<file path="config.mk">
export PLATFORM = sky130hd
export DESIGN_NAME = imeas_stream_arbiter_flat
export DESIGN_NICKNAME = d
export VERILOG_FILES = /design/src/rtl/imeas_stream_arbiter_if.sv /design/src/rtl/imeas_stream_arbiter.sv /design/src/flat_wrapper.sv
export SDC_FILE = /design/constraint.sdc
export NUM_CORES = 1
export LEC_CHECK = 0
export BUFFER_PORTS_ARGS = -buffer_cell sky130_fd_sc_hd__buf_2
export CAP_MARGIN = 20
export CORE_MARGIN = 2
export CORE_UTILIZATION = 45
export CTS_CLUSTER_SIZE = 28
export DETAILED_ROUTE_END_ITERATION = 8
export GPL_TIMING_DRIVEN = 0
export PLACE_DENSITY = 0.68
export SLEW_MARGIN = 5
export SYNTH_ARGS = -nofsm -noshare
export SYNTH_HDL_FRONTEND = slang
export SYNTH_SLANG_ARGS = --single-unit
</file>
<file path="constraint.sdc">
create_clock -name clk -period 4.7 [get_ports clk]
set_input_delay 0.94 -clock clk [delete_from_list [all_inputs] [get_ports clk]]
set_output_delay 0.94 -clock clk [all_outputs]
set_load 0.05 [all_outputs]
</file>
<file path="src/rtl/imeas_stream_arbiter_if.sv">
// imeas_stream_arbiter_if: 16-bit Avalon-ST source bundle (out_data/out_valid/out_channel/sop/eop driven by master, out_ready driven by slave)
interface imeas_stream_arbiter_if #(parameter int CHANNEL_WIDTH = 8);
  logic [15:0] out_data;
  logic out_valid;
  logic out_ready;
  logic [CHANNEL_WIDTH-1:0] out_channel;
  logic out_startofpacket;
  logic out_endofpacket;
  modport master (output out_data, out_valid, out_channel, out_startofpacket, out_endofpacket, input out_ready);
  modport slave (input out_data, out_valid, out_channel, out_startofpacket, out_endofpacket, output out_ready);
endinterface

</file>
<file path="src/rtl/imeas_stream_arbiter.sv">
// imeas_stream_arbiter: round-robin packetiser of NUM_CH 32-bit samples (in_data/in_valid, enable) onto a 16-bit Avalon-ST source (src), per-channel saturating overflow counters (ovf_count, ovf_clear); define IMEAS_TIMESTAMP_EN for a third timestamp beat
module imeas_stream_arbiter #(
  parameter int NUM_CH = 4,
  parameter int CHANNEL_WIDTH = 8,
  parameter int OVF_CNT_WIDTH = 8
) (
  input  logic clk,
  input  logic reset,
  input  logic enable,
  input  logic [NUM_CH*32-1:0] in_data,
  input  logic [NUM_CH-1:0] in_valid,
  imeas_stream_arbiter_if.master src,
  input  logic ovf_clear,
  output logic [NUM_CH*OVF_CNT_WIDTH-1:0] ovf_count
);
  localparam int IW = NUM_CH > 1 ? $clog2(NUM_CH) : 1;
  typedef enum logic [1:0] {IDLE, HI, LO, TS} state_t;
  state_t state_q, state_d;
  logic [NUM_CH-1:0] pend_q, pend_d, cap;
  logic [IW-1:0] ptr_q, ptr_d, gnt, chan_q;
  logic [31:0] hold_q [NUM_CH];
  logic [31:0] word_q;
  logic [OVF_CNT_WIDTH-1:0] ovf_q [NUM_CH];
  logic last_beat, grant;
`ifdef IMEAS_TIMESTAMP_EN
  logic [15:0] ts_cnt_q, ts_word_q;
  logic [15:0] ts_q [NUM_CH];
  assign last_beat = state_q == TS && src.out_ready;
`else
  assign last_beat = state_q == LO && src.out_ready;
`endif
  assign cap = enable ? in_valid : '0;
  assign grant = enable && |pend_q && (state_q == IDLE || last_beat);
  always_comb begin
    gnt = '0;
    for (int i = NUM_CH - 1; i >= 0; i--)
      if (pend_q[IW'((int'(ptr_q) + i) % NUM_CH)]) gnt = IW'((int'(ptr_q) + i) % NUM_CH);
    ptr_d = grant ? IW'((int'(gnt) + 1) % NUM_CH) : ptr_q;
    for (int k = 0; k < NUM_CH; k++)
      pend_d[k] = cap[k] | (pend_q[k] & ~(grant && gnt == IW'(k)));
  end
  always_comb begin
    state_d = state_q;
    if (grant) state_d = HI;
    else if (last_beat || state_q == IDLE) state_d = IDLE;
    else if (src.out_ready) state_d = state_q == HI ? LO : TS;
  end
  always_ff @(posedge clk) begin
    if (reset) begin
      state_q <= IDLE;
      pend_q <= '0;
      ptr_q <= '0;
      chan_q <= '0;
      word_q <= '0;
      for (int k = 0; k < NUM_CH; k++) begin
        hold_q[k] <= '0;
        ovf_q[k] <= '0;
      end
    end else begin
      state_q <= state_d;
      pend_q <= pend_d;
      ptr_q <= ptr_d;
      chan_q <= grant ? gnt : chan_q;
      word_q <= grant ? hold_q[gnt] : word_q;
      for (int k = 0; k < NUM_CH; k++) begin
        hold_q[k] <= cap[k] ? in_data[32*k +: 32] : hold_q[k];
        ovf_q[k] <= ovf_clear ? '0 :
                    (cap[k] && pend_q[k] && !(grant && gnt == IW'(k)) && !(&ovf_q[k])) ? ovf_q[k] + 1'b1 : ovf_q[k];
      end
    end
  end
`ifdef IMEAS_TIMESTAMP_EN
  always_ff @(posedge clk) begin
    if (reset) begin
      ts_cnt_q <= '0;
      ts_word_q <= '0;
      for (int k = 0; k < NUM_CH; k++) ts_q[k] <= '0;
    end else begin
      ts_cnt_q <= ts_cnt_q + 1'b1;
      ts_word_q <= grant ? ts_q[gnt] : ts_word_q;
      for (int k = 0; k < NUM_CH; k++) ts_q[k] <= cap[k] ? ts_cnt_q : ts_q[k];
    end
  end
  assign src.out_data = state_q == HI ? word_q[31:16] : state_q == LO ? word_q[15:0] : state_q == TS ? ts_word_q : '0;
  assign src.out_endofpacket = state_q == TS;
`else
  assign src.out_data = state_q == HI ? word_q[31:16] : state_q == LO ? word_q[15:0] : '0;
  assign src.out_endofpacket = state_q == LO;
`endif
  assign src.out_valid = state_q != IDLE;
  assign src.out_startofpacket = state_q == HI;
  assign src.out_channel = CHANNEL_WIDTH'(chan_q);
  for (genvar g = 0; g < NUM_CH; g++) assign ovf_count[g*OVF_CNT_WIDTH +: OVF_CNT_WIDTH] = ovf_q[g];
endmodule

</file>
<file path="src/flat_wrapper.sv">
// flat-port wrapper written by rule: the top's interface ports become plain ports
module imeas_stream_arbiter_flat 
#(
  parameter int NUM_CH = 4,
  parameter int CHANNEL_WIDTH = 8,
  parameter int OVF_CNT_WIDTH = 8
)
  (clk, reset, enable, in_data, in_valid, ovf_clear, ovf_count, src_out_data, src_out_valid, src_out_channel, src_out_startofpacket, src_out_endofpacket, src_out_ready);
  imeas_stream_arbiter_if #(.CHANNEL_WIDTH(CHANNEL_WIDTH)) src_i ();
  input  logic clk;
  input  logic reset;
  input  logic enable;
  input  logic [NUM_CH*32-1:0] in_data;
  input  logic [NUM_CH-1:0] in_valid;
  input  logic ovf_clear;
  output logic [NUM_CH*OVF_CNT_WIDTH-1:0] ovf_count;
  output wire logic [$bits(src_i.out_data)-1:0] src_out_data;
  output wire logic [$bits(src_i.out_valid)-1:0] src_out_valid;
  output wire logic [$bits(src_i.out_channel)-1:0] src_out_channel;
  output wire logic [$bits(src_i.out_startofpacket)-1:0] src_out_startofpacket;
  output wire logic [$bits(src_i.out_endofpacket)-1:0] src_out_endofpacket;
  input wire logic [$bits(src_i.out_ready)-1:0] src_out_ready;
  assign src_out_data = src_i.out_data;
  assign src_out_valid = src_i.out_valid;
  assign src_out_channel = src_i.out_channel;
  assign src_out_startofpacket = src_i.out_startofpacket;
  assign src_out_endofpacket = src_i.out_endofpacket;
  assign src_i.out_ready = src_out_ready;
  imeas_stream_arbiter #(.NUM_CH(NUM_CH), .CHANNEL_WIDTH(CHANNEL_WIDTH), .OVF_CNT_WIDTH(OVF_CNT_WIDTH)) u_core (.clk(clk), .reset(reset), .enable(enable), .in_data(in_data), .in_valid(in_valid), .src(src_i), .ovf_clear(ovf_clear), .ovf_count(ovf_count));
endmodule
</file>
**Word level (Yosys, flattened, before mapping)**

Memories as Yosys holds them, arrays and structs flattened. A register that Yosys moved wholly into a read port is not among the register bits.
Cells that the tools add are included.

- Bits in registers: 10
- Bits in writable memories: 160
- Output and inout bits: 59
- Memories: 2

- $add $sub $neg: 8
- $lt $le $gt $ge: 4
- Equal/unequal tests: 9
- Mux-type cells: 46
- Bitwise logic cells: 20
- Reductions and logical operators: 42

Memories:

| memory | words | width | rd ports | clocked after Yosys merged registers in | wr ports | line | source |
|---|---|---|---|---|---|---|---|
| u_core.hold_q | 4 | 32 | 1 | 1 | 4 | imeas_stream_arbiter.sv:21 | `logic [31:0] hold_q [NUM_CH];` |
| u_core.ovf_q | 4 | 8 | 4 | 0 | 4 | imeas_stream_arbiter.sv:23 | `logic [OVF_CNT_WIDTH-1:0] ovf_q [NUM_CH];` |

Operators by type and width:

| cell | count |
|---|---|
| 32-bit two-way mux | 8 |
| 8-bit two-way mux | 12 |
| 8-bit by 1-bit adder with 8-bit output (second input constant) | 4 |
| 16-bit two-way mux | 2 |
| 8-bit AND reduction | 4 |
| 1-bit logical AND | 19 |
| 2-bit by 4-bit less-than comparator with 1-bit output (second input constant) | 4 |
| 1-bit two-way mux | 15 |
| 1-bit bitwise OR | 12 |
| 1-bit binary-select mux with 2-bit select | 4 |
| 1-bit logical NOT | 8 |
| 2-bit two-way mux | 4 |
| 2-bit AND reduction | 4 |
| 2-bit equality test (second input constant) | 3 |
| 2-bit by 1-bit adder with 2-bit output (second input constant) | 2 |
| 2-bit adder (second input constant) | 2 |
| 1-bit AND | 4 |
| 2-bit by 1-bit equality test with 1-bit output (second input constant) | 2 |
| 2-bit logical NOT | 2 |
| 4-bit two-way mux | 1 |
| 1-bit inequality test (second input constant) | 4 |
| 1-bit inverter | 4 |
| 4-bit OR reduction | 1 |
| 3-bit nonzero test | 1 |
| other kinds (3) | 3 |

**Longest topological paths before layout**

- Depth after elaboration: 16
- Depth in mapped cells: 9

**Worst setup path before layout**

OpenSTA, ideal clock, no wires.

- Kind: reg-to-output
- Start: register u_core.state_q[0]
- End: output port src_out_data[10]
- Arrival time: 2.019 ns
- Setup slack: 1.741 ns
- Stages on the path, launching flop included: 5
- Path buffers: 1
- Path through: dfxtp_1 -> inv_1 -> nor2_1 -> clkbuf_1 -> a22o_1

- Elaborated cells between the ends (all ways): 4

RTL lines:

| what | line | source |
|---|---|---|
| start: declaration | imeas_stream_arbiter.sv:18 | `state_t state_q, state_d;` |
| start signal: assignment | imeas_stream_arbiter.sv:60 | `state_q <= state_d;` |
| 2-bit by 1-bit equality test with 1-bit output | -- |  |
| named net src_out_startofpacket | flat_wrapper.sv:20 | `output wire logic [$bits(src_i.out_startofpacket)-1:0] src_out_startofpacket;` |
| 16-bit two-way mux | imeas_stream_arbiter.sv:87 | `assign src.out_data = state_q == HI ? word_q[31:16] : state_q == LO ? word_q[15:0] : '0;` |
| end: declaration | flat_wrapper.sv:17 | `output wire logic [$bits(src_i.out_data)-1:0] src_out_data;` |

The timed path passes the listed nets, and every way through them passes these cells.

**Worst setup path after layout**

- Start: register u_core.state_q[0]
- End: output port src_out_data[6]

- Longest elaborated chain between the ends: 3
- Elaborated cells between the ends (all ways): 4

Ends and longest elaborated chain:

| what | line |
|---|---|
| 2-bit equality test | imeas_stream_arbiter.sv:87 |
| 16-bit two-way mux | imeas_stream_arbiter.sv:87 |
| 16-bit two-way mux (*) | imeas_stream_arbiter.sv:87 |

Every way passes the cells marked *; elsewhere a longest branch is shown, timed or not.

==> metrics.txt <==
outcome finished, final reports clean; commonest non-fill, non-tap cells in the layout 203 x buf_2, 160 x nand2_1, 136 x and3_1; clock root buffer clkbuf_16; global-route wire length before repair just under 40 mm; HPWL Detailed 19.2 mm; Syn. warnings 0; Reg2Reg Depth 8; Critical path buffers and inverters 3; crit path time final 3.48 ns; clock share of power 0.386; Total GRT Usage 0.238; crit-path max cell delay 0.50 ns; Slowest cell on crit path nor2_1; row count 51; Critical Path Sink Type primary output; Post-synth top flop edfxtp_1; Reg power frac 0.487; htree depth 1; CTS Hold Bufs 0; Worst EP arrival 2.54 ns; cts bufs inserted 22; Design Area, Final 11,100 um^2; PwrDens 386 nW/um^2; area occupied by multi-input gates about 3400 um^2; gr ovfl total 0; Port Buffers 188; CP Max Fanout 10; layout cell share with drive strength beyond 1 0.246; clock-pin slew on the worst setup and hold paths 0.06 ns; reg2reg setup slack between 2 and 2.5 ns; # resized after CTS 0; FF+latch area around 5300 um^2; clock skew 0.00930 ns; # nets final 1,212; Min-Delay Path Class reg2reg; fillers 1,776; delay-heaviest family, CP buffers and inverters; mapped cell area 9000 um^2; switching power 1.13 mW; Gate power share 0.127; leakage 5.14 nW; RD Place Congestion 0.861; DIE HEIGHT roughly 150 um; Pins Over Slew Limit 0; crit path kind reg2out; CTS tree done; Die Span X 145 um; worst slew pin tran ~0.83 ns; Mapped Avg Cell Area 10.6 um^2; Max Cap Viol 0; vias in the first global route 6,921; Hold Violations, Final 0; sw frac 0.265; crit path cell chain inv_1 -> nor2_1 -> clkbuf_1 -> a22o_1 -> buf_2; fin crit share 0.740; VDD IR-drop max 0.000222 V; ys async rst share 0; Slew HR 0.449; die area about 21,000 um^2; hold path start u_core.chan_q[0]$_SDFFE_PP0P_; RSZ-0062 raised after global routing false; Core ar. between 15,000 and 20,000 um^2; DRT antenna net count 0; routed wire length around 26 mm; IO Pins 196; Seq cells post-synth a little over 200; Worst Setup SP u_core.state_q[0]$_SDFFE_PP0P_; initial antenna violation count 2; Seq/Total Area, Yosys 0.592; Bufs on Longest Clock Path 3; RR Startpoint u_core.pend_q[2]$_SDFF_PP0_; Startpoint Class flop; Via-to-Cell Ratio around 5.5; number of remaining DRC errors 0; fmax between 0.2 and 0.3 GHz; Clock Latency Late Sink 0.51 ns; Placed Area 10,400 um^2; WL per Instance 19.3 um; Post-Route Setup TNS 0 ns; Synth-to-Final Area Change 22.9%; number of synthesized flops with an enable pin about 130; CP endpoint src_out_data[6]; first-pass iteration count of the detailed router 5; Initial Util 0.461; post-CTS setup buffers 0; library cells used by synthesis between 50 and 60; number of stages on the worst setup path 5; most common cell after layout, fill and taps aside buf_2; Cells after Synth approximately 850; Data required, critical path 3.76 ns; internal cell power 3.14 mW; number of DRC markers in iteration 0 between 600 and 700; Final Setup Violations 0; DR vias approximately 7,400; Critical R2R Capture u_core.word_q[27]$_SDFFE_PP0P_; largest net degree at the start of global routing 33; total clock sinks between 200 and 250
worst reg2reg max path, delay by kind of cell (launching register included):
kind,cells,cell delay [ns]
AO/OA/AOI/OAI,4,1.01
buffers and inverters,2,0.77
AND/OR/NAND/NOR,2,0.34
flip-flops,1,0.39
sequential cells by signal, summed over array words and instances (netlist names):
signal	cells
u_core.ovf_q	32
u_core.pend_q	4
u_core.chan_q	2
u_core.word_q	32
u_core.ptr_q	2
u_core.state_q	2
u_core.hold_q	128
per-stage QoR:
stage / hold slack (ns) / setup WS, ns / utilization / instances / power [mW]
after floorplan: 0.436 / 1.74 / - / 856 / 2.43
after global routing: 0.473 / 1.11 / 0.566 / 1353 / 4.40
final: 0.455 / 1.22 / 0.566 / 1353 / 4.27
after CTS: 0.457 / 1.28 / 0.566 / 1352 / 4.27
after detailed placement: 0.447 / 1.59 / 0.531 / 1312 / 2.65
after global placement: 0.442 / 1.26 / 0.527 / 1309 / 2.63
worst min-delay path by stage:
stage	end	cells after the start
final	u_core.chan_q[0]$_SDFFE_PP0P_	2
after floorplan	u_core.word_q[16]$_SDFFE_PP0P_	1
after detailed placement	u_core.chan_q[1]$_SDFFE_PP0P_	2
after CTS	u_core.chan_q[0]$_SDFFE_PP0P_	2
after global placement	u_core.word_q[23]$_SDFFE_PP0P_	1
after global routing	u_core.word_q[5]$_SDFFE_PP0P_	1
cells in the mapped netlist, types with 12 or more instances:
library cell,count,share of area
a211o_1,32,0.031
clkbuf_1,46,0.019
nor2_1,25,0.010
edfxtp_1,128,0.43
buf_2,15,0.0083
dfxtp_1,74,0.16
nand2_1,160,0.067
a21oi_1,85,0.047
and3_1,136,0.095
or3_1,13,0.0090
nand3_1,12,0.0067
a22o_1,16,0.016
power groups by stage:
stage	clock network (mW)	registers (mW)	logic, mW
detailed placement	0	2.11	0.537
CTS	1.65	2.08	0.539
floorplan	0	2.10	0.330
global route	1.72	2.09	0.587
finish	1.65	2.08	0.543
global placement	0	2.11	0.518
cell families (layout without fill, tap and decap cells):
group | Yosys count | after routing | share of synthesized area
AOI/OAI and AO/OA | 175 | 175 | 0.135
xor gates and xnor gates | 10 | 10 | 0.00974
adders and majority gates | 4 | 4 | 0.00556
buffers and inverters | 77 | 308 | 0.0375
DFF | 202 | 202 | 0.592
muxes | 5 | 5 | 0.00556
other | 1 | 7 | 0.000417
and+or+nand+nor | 377 | 377 | 0.214
per-layer routing:
| layer | vias to the layer above | global-route usage | wire, um |
|---|---|---|---|
| met5 | - | 0 | 0 |
| met4 | 0 | 0.0804 | 709 |
| met3 | 44 | 0.0439 | 2060 |
| met2 | 334 | 0.373 | 11900 |
| met1 | 3524 | 0.336 | 11400 |
| li1 | 3533 | - | - |
area by class of cell:
class	count	share of cell area
Clock inverter	11	0.00532
Sequential cell	202	0.482
Inverter	6	0.00204
Clock buffer	29	0.0568
Buffer	71	0.0285
Antenna cell	1	0.000226
Tap cell	265	0.0300
Timing Repair Buffer	191	0.0919
Multi-Input combinational cell	577	0.304
Power figures use the tool's default switching activity.
